**src/rtl/gx4000_pixel_mixer.sv**
```systemverilog
// gx4000_pixel_mixer: merges playfield, border and sprite pens through the
// Plus palette RAM into 12-bit RGB, with a fixed 2-cycle pixel pipeline.
// Optional palette readback on cpu_dout is built when MIXER_READBACK_EN is defined.
module gx4000_pixel_mixer #(
    parameter logic [15:0] PAL_BASE = 16'h6400,
    parameter int          LATENCY  = 2
) (
    input  logic        clk_sys,
    input  logic        reset,
    input  logic        plus_mode,
    input  logic        asic_unlocked,
    input  logic [15:0] cpu_addr,
    input  logic [7:0]  cpu_data,
    input  logic        cpu_wr,
    input  logic        cpu_rd,
    output logic [7:0]  cpu_dout,
    input  logic [3:0]  pix_pen,
    input  logic        pix_border,
    input  logic        hblank,
    input  logic        vblank,
    input  logic [7:0]  sprite_pixel,
    input  logic        sprite_active,
    input  logic [11:0] legacy_rgb,
    output logic [11:0] rgb_out,
    output logic        hblank_out,
    output logic        vblank_out
);
    if (LATENCY != 2) begin : g_bad_latency
        $error("gx4000_pixel_mixer: LATENCY must be 2");
    end

    logic [11:0] pal [32];
    logic [15:0] off;
    logic        in_range;
    logic        wr_en;
    logic [4:0]  entry;
    logic        sprite_hit;
    logic [4:0]  idx_next;
    logic        s1_blank;
    logic [4:0]  s1_idx;
    logic [11:0] s1_legacy;
    logic        s1_plus;
    logic        s1_hblank;
    logic        s1_vblank;

    assign off      = cpu_addr - PAL_BASE;
    assign in_range = off < 16'd64;
    assign wr_en    = cpu_wr && asic_unlocked && in_range;
    assign entry    = off[5:1];

    // Palette RAM: even byte carries {R,B}, odd byte carries G in its low nibble.
    always_ff @(posedge clk_sys) begin
        if (reset) begin
            for (int i = 0; i < 32; i++) pal[i] <= '0;
        end else if (wr_en) begin
            if (off[0]) begin
                pal[entry][7:4] <= cpu_data[3:0];
            end else begin
                pal[entry][11:8] <= cpu_data[7:4];
                pal[entry][3:0]  <= cpu_data[3:0];
            end
        end
    end

    // Pen priority: opaque sprite (pen 0 is transparent) over border over playfield.
    always_comb begin
        sprite_hit = sprite_active && (sprite_pixel[3:0] != 4'd0);
        idx_next   = sprite_hit ? {1'b1, sprite_pixel[3:0]} : pix_border ? 5'd16 : {1'b0, pix_pen};
    end

    // Stage 1: latch palette index, blank flag and the legacy path; blanked out of reset.
    always_ff @(posedge clk_sys) begin
        if (reset) begin
            s1_blank  <= 1'b1;
            s1_idx    <= '0;
            s1_legacy <= '0;
            s1_plus   <= 1'b0;
            s1_hblank <= 1'b1;
            s1_vblank <= 1'b1;
        end else begin
            s1_blank  <= hblank | vblank;
            s1_idx    <= idx_next;
            s1_legacy <= legacy_rgb;
            s1_plus   <= plus_mode;
            s1_hblank <= hblank;
            s1_vblank <= vblank;
        end
    end

    // Stage 2: palette lookup or legacy passthrough, with blank flags kept aligned.
    always_ff @(posedge clk_sys) begin
        if (reset) begin
            rgb_out    <= '0;
            hblank_out <= 1'b1;
            vblank_out <= 1'b1;
        end else begin
            rgb_out    <= s1_blank ? 12'h000 : s1_plus ? pal[s1_idx] : s1_legacy;
            hblank_out <= s1_hblank;
            vblank_out <= s1_vblank;
        end
    end

`ifdef MIXER_READBACK_EN
    logic unused;
    assign unused = ^sprite_pixel[7:4];

    // Readback holds the last in-range read; the lock does not apply to reads.
    always_ff @(posedge clk_sys) begin
        if (reset)
            cpu_dout <= '0;
        else if (cpu_rd && in_range)
            cpu_dout <= off[0] ? {4'h0, pal[entry][7:4]} : {pal[entry][11:8], pal[entry][3:0]};
    end
`else
    logic unused;
    assign unused   = ^{sprite_pixel[7:4], cpu_rd};
    assign cpu_dout = 8'h00;
`endif
endmodule

```
**config.mk**
```make
export PLATFORM = sky130hd
export DESIGN_NAME = gx4000_pixel_mixer
export DESIGN_NICKNAME = d
export VERILOG_FILES = /design/src/rtl/gx4000_pixel_mixer.sv
export SDC_FILE = /design/constraint.sdc
export NUM_CORES = 1
export LEC_CHECK = 0
export ABC_AREA = 1
export BUFFER_PORTS_ARGS = -buffer_cell sky130_fd_sc_hd__buf_4
export CAP_MARGIN = 20
export CELL_PAD_IN_SITES_DETAIL_PLACEMENT = 1
export CELL_PAD_IN_SITES_GLOBAL_PLACEMENT = 2
export CORE_MARGIN = 1.5
export CORE_UTILIZATION = 41
export CTS_BUF_LIST = sky130_fd_sc_hd__clkbuf_4
export DETAILED_ROUTE_END_ITERATION = 10
export GPL_TIMING_DRIVEN = 0
export PLACE_DENSITY = 0.87
export SLEW_MARGIN = 20
export SYNTH_ARGS = -nofsm -noshare
export SYNTH_HDL_FRONTEND = slang
export SYNTH_SLANG_ARGS = --single-unit
```
**constraint.sdc**
```tcl
create_clock -name clk_sys -period 2.21 [get_ports clk_sys]
set_input_delay 0.1105 -clock clk_sys [delete_from_list [all_inputs] [get_ports clk_sys]]
set_output_delay 0.1105 -clock clk_sys [all_outputs]
set_load 0.01 [all_outputs]
```
==> key figures <==
Run status
  – Status: complete, but fails checks
  – Failing checks: DRC

Floorplanning
  – Full die area: 0.04860 mm²
  – Core footprint: 0.04665 mm²
  – Die width: 220.5 µm
  – Io pins: 80
  – Initial core utilization: 41.56%
  – Die height: 220.5 µm
  – FP Rows: 79

Routing
  – Metal3 WL: 5956 µm
  – Met2 wire len: 35,460 µm
  – Drt initial violations: 1,480
  – Via density: 5.481
  – WL met1: 28,480 µm
  – Vias: 16,380
  – Antenna-violating nets left: 0
  – WL final: 73,190 µm
  – Uppermost layer routed: met4
  – WL/cell: 24.49 µm
  – Drt first pass iters: 8
  – DRC Markers: 18

Setup path
  – Worst Setup End Kind: flop
  – WS Path Type: input pin to flop
  – CP arrival: 2.64 ns
  – Startpoint types: input pin
  – CP Launch Point: reset
  – Max FO, Critical Path: 10
  – Critical path required time: 2.67 ns

Cells and area
  – Core Util, Final: 49.12%
  – Final Cell Area: 0.02292 mm²
  – Final net count: 2,346
  – # fillers: 5,318
  – Share of cells above drive strength 1: 15.34%
  – Area delta synth->final: 18.19%

Clocking
  – Root buf cell: clkbuf_4
  – CTS tree: built
  – Setup bufs post-CTS: 0
  – Clock Latency Late Sink: 0.87 ns
  – Worst-path clk slew: 0.07 ns
  – TritonCTS Buffers: 109
  – CTS max path bufs: 3
  – CTS Sinks: 419
  – CTS H-Tree Depth: 3

Timing
  – Max-slew headroom: 24.73%
  – Final setup fails: 0
  – Final worst path period share: 98.67%
  – Max-slew violations: 0
  – RSZ-0062 raised after global routing: yes
  – Fin Setup TNS: 0 ns
  – Hold Violations, Final: 0
  – Post-layout min period: 2.181 ns
  – Worst Tran Pin Value: 1.129 ns
  – Setup ws final: 0.02936 ns
  – Setup Skew: 0.04239 ns
  – Fmax: 458.6 MHz

Hold path
  – Hold path start: cpu_addr[3]
  – Hold/Removal Path Class: input pin to flop

Global routing
  – Gr ovfl total: 0
  – Initial antenna violation count: 1
  – Vias in the first global route: 16,990
  – GRT Overall Usage: 30.65%
  – Largest net degree at the start of global routing: 16
  – First-pass GRT wire length: 105,500 µm

Logic synthesis
  – FF+latch count, synth: 419
  – Post-synthesis compound-gate area fraction: 0.7485%
  – Synth Area in Simple Gates: 31.57%
  – Synthesized cell area: 0.01939 mm²
  – Combinational family with the most area after synthesis: simple AND/OR/NAND/NOR gates
  – Adder-cell share of the synthesized area: 0%
  – XOR/XNOR Fraction of Synth Area: 0%
  – Sequential element share of the synthesized area: 63.08%
  – Multiplexer fraction of the synthesized cell area: 0%
  – Unique masters post-synth: 22
  – Syn. warnings: 0
  – Syn_area_per_cell: 9.538 µm²
  – Syn Inst Count: 2,033

Flow run
  – Max_cap viols: 0

Place
  – Dpl ws: -0.7885 ns
  – PortBufs: 65
  – Post-DP HPWL: 52,730 µm
  – Placed Area: 0.02066 mm²
  – GPL Wtd Cong: 0.9647

Power and ir drop
  – LEAKAGE: 9.216 nW
  – Power Density: 785.2 mW/mm²
  – Maximum VDD drop: 0.0003791 V
[critical path: stages]
cell and delay (ns):
buf_4 0.13, inv_2 0.13, clkbuf_1 0.85, clkdlybuf4s15_1 0.90
nand2_1 0.50
[synth_stat cells]
cell,instances,area share (%)
or2_2,2,0.065
nand4_1,2,0.065
buf_4,10,0.39
nor3_1,2,0.052
nor2_1,433,8.4
buf_6,3,0.17
inv_1,31,0.60
o21ai_0,13,0.34
dfxtp_1,35,3.6
nand3_2,2,0.10
buf_1,7,0.14
or3_1,1,0.032
conb_1,1,0.019
nand3_4,30,2.7
nand3_1,353,9.1
clkbuf_1,69,1.3
buf_12,3,0.31
buf_2,58,1.5
edfxtp_1,384,59
nand2_1,571,11
a21oi_1,16,0.41
inv_2,7,0.14
[cells in the final DEF, fill, tap and decap left out, types with 30 or more instances in the layout]
| cell | instances |
|---|---|
| buf_2 | 34 |
| buf_4 | 84 |
| clkbuf_1 | 55 |
| clkbuf_4 | 163 |
| clkinv_1 | 37 |
| dfxtp_1 | 35 |
| dlygate4sd3_1 | 72 |
| edfxtp_1 | 384 |
| inv_1 | 31 |
| nand2_1 | 570 |
| nand3_1 | 353 |
| nand3_4 | 30 |
| nor2_1 | 432 |
[what timing repair did]
action,4_1_cts,5_1_grt
resized for setup,23,36
hold endpoints to repair,98,0
pin swaps,0,0
endpoints found under the setup margin,10,21
hold buffers,72,0
[final timing paths]
kind	end	slack, ns	cells past startpoint
worst min-delay path	pal[20][2]	0.06	5
worst min register to register	hblank_out	0.42	1
worst max register to register	rgb_out[5]	0.06	11
worst max-delay path	pal[23][0]	0.03	5
[metal layers]
| metal | up-vias | GRT usage [%] |
|---|---|---|
| met4 | 0 | 15.28 |
| met1 | 8088 | 37.53 |
| met3 | 177 | 5.856 |
| li1 | 7383 | - |
| met2 | 735 | 51.78 |
| met5 | - | 0 |
[registers in the layout (all words and copies together) (netlist names), named ones only]
signal and cells:
s1_plus 1, s1_hblank 1, rgb_out 12, pal 384
s1_vblank 1, s1_legacy 12, vblank_out 1, s1_blank 1
hblank_out 1
[cell type report]
cell class	instances	area, µm²	area share, %
diodes	3	7.507	0.03276
plain buffers	150	852.1	3.718
clock buffers	145	1089	4.750
clock inverters	57	315.3	1.376
inverters	38	142.6	0.6224
multi-input cells	1433	6311	27.54
flip-flops and latches	419	12230	53.37
well taps	607	759.5	3.314
repair buffers	137	1209	5.274
[stage by stage]
stage | hold slack [ns] | power [mW] | instances
finish | 0.06019 | 17.99 | 2989
global route | 0.07469 | 18.53 | 2988
CTS | 0.006160 | 17.96 | 2986
detailed placement | 0.3222 | 11.10 | 2712
global placement | 0.3172 | 11.03 | 2712
floorplan | 0.2155 | 10.24 | 2040
[power by group]
| group | switching, mW | total [mW] | internal (mW) |
|---|---|---|---|
| combinational | 1.44 | 1.98 | 0.540 |
| clock | 3.45 | 6.88 | 3.43 |
| sequential | 0.125 | 9.13 | 9.01 |
[cell families after synthesis]
| logic type | after synthesis |
|---|---|
| buf+inv | 188 |
| simple gates | 1396 |
| other cells | 1 |
| flops | 419 |
| compound gates | 29 |
No activity file was read; power rests on OpenSTA's default activity.
